<file path="config.mk">
export PLATFORM = sky130hd
export DESIGN_NAME = branch_unit
export DESIGN_NICKNAME = d
export VERILOG_FILES = /design/src/rtl/branch_unit.sv
export SDC_FILE = /design/constraint.sdc
export NUM_CORES = 1
export LEC_CHECK = 0
export CORE_MARGIN = 2
export CORE_UTILIZATION = 38
export DETAILED_ROUTE_END_ITERATION = 6
export PLACE_DENSITY = 0.75
export SLEW_MARGIN = 25
export SYNTH_ARGS = -nofsm -noshare
export SYNTH_HDL_FRONTEND = slang
export SYNTH_SLANG_ARGS = --single-unit
</file>
<file path="constraint.sdc">
create_clock -name clk -period 1.55 [get_ports clk]
set_input_delay 0.31 -clock clk [delete_from_list [all_inputs] [get_ports clk]]
set_output_delay 0.31 -clock clk [all_outputs]
set_load 0.01 [all_outputs]
</file>
<file path="src/rtl/branch_unit.sv">
// branch_unit: flag register and branch resolver with counted flush window; optional counters via BRANCH_UNIT_STATS_EN
module branch_unit #(
  parameter int ADDR_WIDTH = 16,
  parameter int FLUSH_CYCLES = 2
) (
  input  logic                  clk,
  input  logic                  reset,
  input  logic                  stall,
  input  logic                  cmp_valid,
  input  logic                  zero_in,
  input  logic                  less_in,
  input  logic                  greater_in,
  input  logic                  br_valid,
  input  logic [2:0]            br_cond,
  input  logic [ADDR_WIDTH-1:0] br_target,
  output logic                  taken,
  output logic [ADDR_WIDTH-1:0] redirect_pc,
  output logic                  flush,
  output logic                  busy,
  output logic [2:0]            flags_q
`ifdef BRANCH_UNIT_STATS_EN
  ,
  output logic [15:0]           br_count,
  output logic [15:0]           taken_count
`endif
);
  typedef enum logic {IDLE, FLUSH} state_t;
  state_t state, state_n;
  logic [3:0] flush_cnt, flush_cnt_n;
  logic accept, cond_ok, take;
  logic z, l, g;
  assign {g, l, z} = flags_q;
  assign accept = !stall && state == IDLE;
  assign take = accept && br_valid && cond_ok;
  assign busy = state == FLUSH;
  assign flush = busy;
  // condition evaluation against the registered flags only
  always_comb begin
    cond_ok = 1'b0;
    case (br_cond)
      3'b000: cond_ok = 1'b1;
      3'b001: cond_ok = z;
      3'b010: cond_ok = !z;
      3'b011: cond_ok = l;
      3'b100: cond_ok = l | z;
      3'b101: cond_ok = g;
      3'b110: cond_ok = g | z;
      default: cond_ok = 1'b0;
    endcase
  end
  // next state: a taken branch opens the flush window, which counts down regardless of stall
  always_comb begin
    state_n = state;
    flush_cnt_n = flush_cnt;
    if (state == IDLE) begin
      state_n = take ? FLUSH : IDLE;
      flush_cnt_n = take ? 4'(FLUSH_CYCLES - 1) : flush_cnt;
    end else begin
      state_n = flush_cnt == 4'd0 ? IDLE : FLUSH;
      flush_cnt_n = flush_cnt == 4'd0 ? 4'd0 : flush_cnt - 4'd1;
    end
  end
  // state, flags and registered redirect outputs
  always_ff @(posedge clk) begin
    if (reset) begin
      state <= IDLE;
      flush_cnt <= 4'd0;
      flags_q <= 3'b000;
      taken <= 1'b0;
      redirect_pc <= '0;
    end else begin
      state <= state_n;
      flush_cnt <= flush_cnt_n;
      taken <= take;
      if (take) redirect_pc <= br_target;
      if (accept && cmp_valid) flags_q <= {greater_in, less_in, zero_in};
    end
  end
`ifdef BRANCH_UNIT_STATS_EN
  // branch and taken counters, wrapping at 16 bits
  always_ff @(posedge clk) begin
    if (reset) begin
      br_count <= 16'd0;
      taken_count <= 16'd0;
    end else begin
      if (accept && br_valid && br_cond != 3'b111) br_count <= br_count + 16'd1;
      if (take) taken_count <= taken_count + 16'd1;
    end
  end
`endif
endmodule

</file>
== Word level (Yosys, flattened, before mapping) ==
Index checks and enable logic that the tools add are counted.
Storage, ports and cells
  logic and storage cells: 31
  register bits after elaboration: 25
  input port bits: 27
Cells by class
  multiplexer cells: 7
  bitwise logic cells: 3
  add/sub/neg operators: 1
  equality and inequality tests: 6
  reductions and logical operators: 9
Operator list (number)
  two-way mux 4 bit: 3
  == test 3 bit, second input constant: 3
  one-hot mux 1 bit (7 select lines): 1
  == test 3 x 2 -> 1 bit, second input constant: 2
  logical AND 1 bit: 4
  logical NOT 4 bit: 1
  subtractor 4 x 1 -> 4 bit, second input constant: 1
  == test 3 x 1 -> 1 bit, second input constant: 1
  logical NOT 3 bit: 1
  two-way mux 1 bit: 3
  logical NOT 1 bit: 2
  OR 1 bit: 2
  nonzero test 2 bit: 1
  NOT 1 bit: 1

== Depth between registers and ports, before layout ==
  word-level depth: 6
  gate-level depth with buffers: 7
  mapped depth without buffers: 7

== Least setup slack after synthesis ==
OpenSTA, ideal clock, no wires.
  kind: register -> register
  start point: reg state, in the netlist busy
  end point: reg redirect_pc[0]
  stages on the path, launching flop included: 7
  arrival: 1439 ps
  setup slack: 41 ps
  library setup time: 71 ps
  data required time: 1479 ps
  cell sequence: dfxtp_1 buf_2 nor2_1 nand4_4 buf_6 or3b_1 a21oi_1
On the way
  cells in the longest elaborated chain, start to end: 4
Ends and longest elaborated chain
  start: declaration: line 28  | state_t state, state_n;
  start signal: assignment: line 72  | state <= state_n;
  NOT 1 bit
  logical AND 1 bit: line 33  | assign accept = !stall && state == IDLE;
  logical AND 1 bit (2 in a row): line 34  | assign take = accept && br_valid && cond_ok;
  end signal: assignment: line 75  | if (take) redirect_pc <= br_target;
  end: declaration: line 17  | output logic [ADDR_WIDTH-1:0] redirect_pc,
Every way passes these cells.
A chain may end at the register's enable or synchronous reset.

== Worst setup path after layout ==
  start point: in stall
  end point: reg redirect_pc[12]
On the way
  cells in the longest elaborated chain, start to end: 4
Ends and longest elaborated chain
  start: declaration: line 8  | input logic stall,
  logical NOT 1 bit: line 33
  logical AND 1 bit: line 33
  logical AND 1 bit (2 in a row): line 34
Every way passes these cells.

==> key figures <==
Setup path
  – Crit-path cells: clkdlybuf4s50_1, nor2_1, nand4_4, buf_6, buf_16, or3b_1, a21oi_1
  – CP Buf/Inv Count: 3
  – CP Max Fanout: 8
  – Worst Path Arrival: 1.85 ns
  – Worst reg2reg startpoint: flags_q[0]$_SDFFE_PP0P_
  – Critical Path Sink Type: flip-flop
  – Crit. Startpoint: stall
  – CP max stage delay: 0.40 ns
  – Slowest stage cell, crit path: clkdlybuf4s50_1
  – Crit-path leading delay family: simple AND/OR/NAND/NOR gates
  – CP startpoint kind: input pin
  – Critical path type: input pin to flip-flop
  – Crit path required time: 1.81 ns

Drt
  – Wirelength per Cell: 14.0 µm
  – DRT Pass-1 Iters: 4
  – Avg Vias per Cell: 5.06
  – Post-DRT Antenna Nets: 0
  – Via count: 1,179
  – Routed WL: 3.25 mm
  – DR DRC count: 0
  – Iteration-0 DRC Markers: 58

Floorplan
  – Die W: 60.2 µm
  – Top Ports: 49
  – Rows: 20
  – Die height: 60.2 µm
  – Starting density of the core: 0.397
  – Die ar.: 3630 µm²
  – Core Footprint: 3030 µm²

Flow run
  – Max-Cap Viols: 0

Global route
  – Global Route Usage Sum: 0.186
  – GRT Residual Overflow: 0
  – Largest net degree at the start of global routing: 25
  – Vias in the first global route: 1,159
  – Initial antenna violation count: 0
  – First-pass GRT wire length: 5.09 mm

Logic synthesis
  – Largest family of logic cells by synthesized area: simple AND/OR/NAND/NOR gates
  – Proportion of synthesized area in mux cells: 0.0333
  – Mapped Nets: 158
  – Seq/Total Area, Yosys: 0.417
  – Area contributors post-synth: dfxtp_1 (42%), or3b_1 (12%), a21oi_1 (7.1%)
  – Post-synth top area share: 0.417
  – Synth Area in Adders: 0.0208
  – Compound-Gate Fraction of Synth Area: 0.220
  – Post-synth top area cell: dfxtp_1
  – Simple-Gate Fraction of Synth Area: 0.239
  – Syn_area_per_cell: 9.31 µm²
  – Synthesis-stage register bit count: 25
  – Post-Syn Instances: 129
  – Post-Syn Area: 1200 µm²
  – Post-synthesis xor/xnor area fraction: 0
  – Synthesis warning total: 0
  – Number of distinct library cells after synthesis: 32

STA
  – Fmax: 630 MHz
  – Unrepaired setup endpoints after global routing: yes
  – Hold_ws: 0.485 ns
  – Final Skew: 0.00826 ns
  – Setup ws final: -0.0381 ns
  – Tmin final: 1.59 ns
  – Hold Violations, Final: 0
  – Slew HR: 0.751
  – Final period utilization: 1.02
  – Max-slew violation count: 0
  – Worst Tran Pin Value: 0.373 ns
  – Endpoints failing setup: 6

Finish
  – Final nets: 219
  – Most common cell after layout, fill and taps aside: clkdlybuf4s50_1
  – Synth-to-layout area growth: 68.5%
  – Commonest cells after routing, fill and taps aside: clkdlybuf4s50_1 (26), dfxtp_1 (20), dlymetal6s2s_1 (15), or3b_1 (14), a21oi_1 (14)
  – # diodes: 0
  – Layout cells sized above 1: 0.249
  – Final core area utilization: 0.669

Run status
  – Violated checks: setup timing
  – Outcome: complete, but fails checks

Clock network
  – Clock Path Buffers: 2
  – H-tree depth: 1
  – Root buffer cell: clkbuf_4
  – Clock-pin slew on the worst setup and hold paths: 0.14 ns
  – TritonCTS clock tree: done
  – Cts bufs inserted: 3
  – Total clock sinks: 25
  – Clk_lat worst skew: 0.31 ns

Min path
  – Min-delay src: redirect_pc[8]$_SDFFE_PP0P_
  – Path category of the worst min-delay check: flip-flop to flip-flop

Pwr
  – Pwr per Cell Area: 642 nW/µm²
  – VDD IR-drop max: 0.000417 V
  – PnR Total Power: 1.30 mW
  – Leakage power: 1.01 nW

Placed design
  – Gpl congestion: 0.739
  – Input/output buffers: 48
  – HPWL Detailed: 2.20 mm
==> path summary, 6_finish.rpt <==
path                                                endpoint  slack (ns)  cells past startpoint
worst max-delay path            redirect_pc[12]$_SDFFE_PP0P_       -0.04                      7
worst min-delay path             redirect_pc[8]$_SDFFE_PP0P_        0.48                      2
worst max register to register     flush_cnt[2]$_SDFFE_PP0P_       -0.04                      6
worst min register to register   redirect_pc[8]$_SDFFE_PP0P_        0.48                      2
==> cell usage after synthesis, drive strengths merged <==
cell type,n
dfxtp,25
o21ai,18
a21oi,17
or3b,16
nor2,7
buf,6
clkbuf,6
inv,4
mux2i,4
nor3,3
nor4b,3
ha,2
nand2,2
nor2b,2
a21boi,1
and2,1
nand4,1
nand4bb,1
nor3b,1
nor4,1
o21a,1
o21ba,1
o21bai,1
o311ai,1
o31ai,1
o32ai,1
o41ai,1
or3,1
==> worst register-to-register path, delay by kind of cell (launching register included) <==
kind            cells  cell delay, ns
simple gates        2            0.37
compound gates      3            0.54
buf+inv             1            0.19
flops               1            0.39
==> final cells by class <==
type | instances | area [µm²]
Fill cell | 229 | 1000
Timing Repair Buffer | 68 | 726
Multi-Input combinational cell | 88 | 691
Sequential cell | 25 | 512
Tap cell | 44 | 55.1
Clock buffer | 4 | 26.3
Inverter | 4 | 15.0
==> registers in the layout (all words and copies together) (netlist names) <==
| name | cells |
|---|---|
| redirect_pc | 16 |
| flush_cnt | 4 |
| flags_q | 3 |
| busy | 1 |
| taken | 1 |
==> timing repair <==
item                       4_1_cts  5_1_grt
hold buffers                     0        0
setup endpoints to repair       24       40
gates cloned                     2        1
setup buffers                    1        3
pin swaps                        5        9
gates resized for setup         16       37
==> through the flow <==
stage	area, µm²	worst slack [ns]	instances	TNS, ns
after global routing	2020	-0.119	233	-0.995
after floorplan	1200	0.0405	129	0
final	2020	-0.0381	233	-0.109
after CTS	1940	-0.102	231	-0.691
after global placement	1820	-0.416	224	-8.34
after detailed placement	1820	-0.491	224	-9.71
==> layer usage <==
metal  part of all wire  wire, µm  vias up  global-route usage
met4              0.017        54        0              0.0667
li1                   -         -      595                   -
met2               0.52      1700       26               0.326
met5                  0         0        -                   0
met3              0.024        77        6              0.0195
met1               0.44      1420      552               0.234
==> cells by family (layout without fill, tap and decap cells) <==
| logic type | count (synthesis) | in the layout |
|---|---|---|
| buf+inv | 16 | 76 |
| compound gates | 43 | 43 |
| simple gates | 39 | 39 |
| flops | 25 | 25 |
| mux | 4 | 4 |
| fa+ha+maj | 2 | 2 |
==> power by group <==
part | total (mW) | internal [mW] | switching, mW
clock network | 0.288 | 0.100 | 0.188
registers | 0.680 | 0.665 | 0.0157
logic | 0.332 | 0.192 | 0.139
No activity file was read; power rests on OpenSTA's default activity.
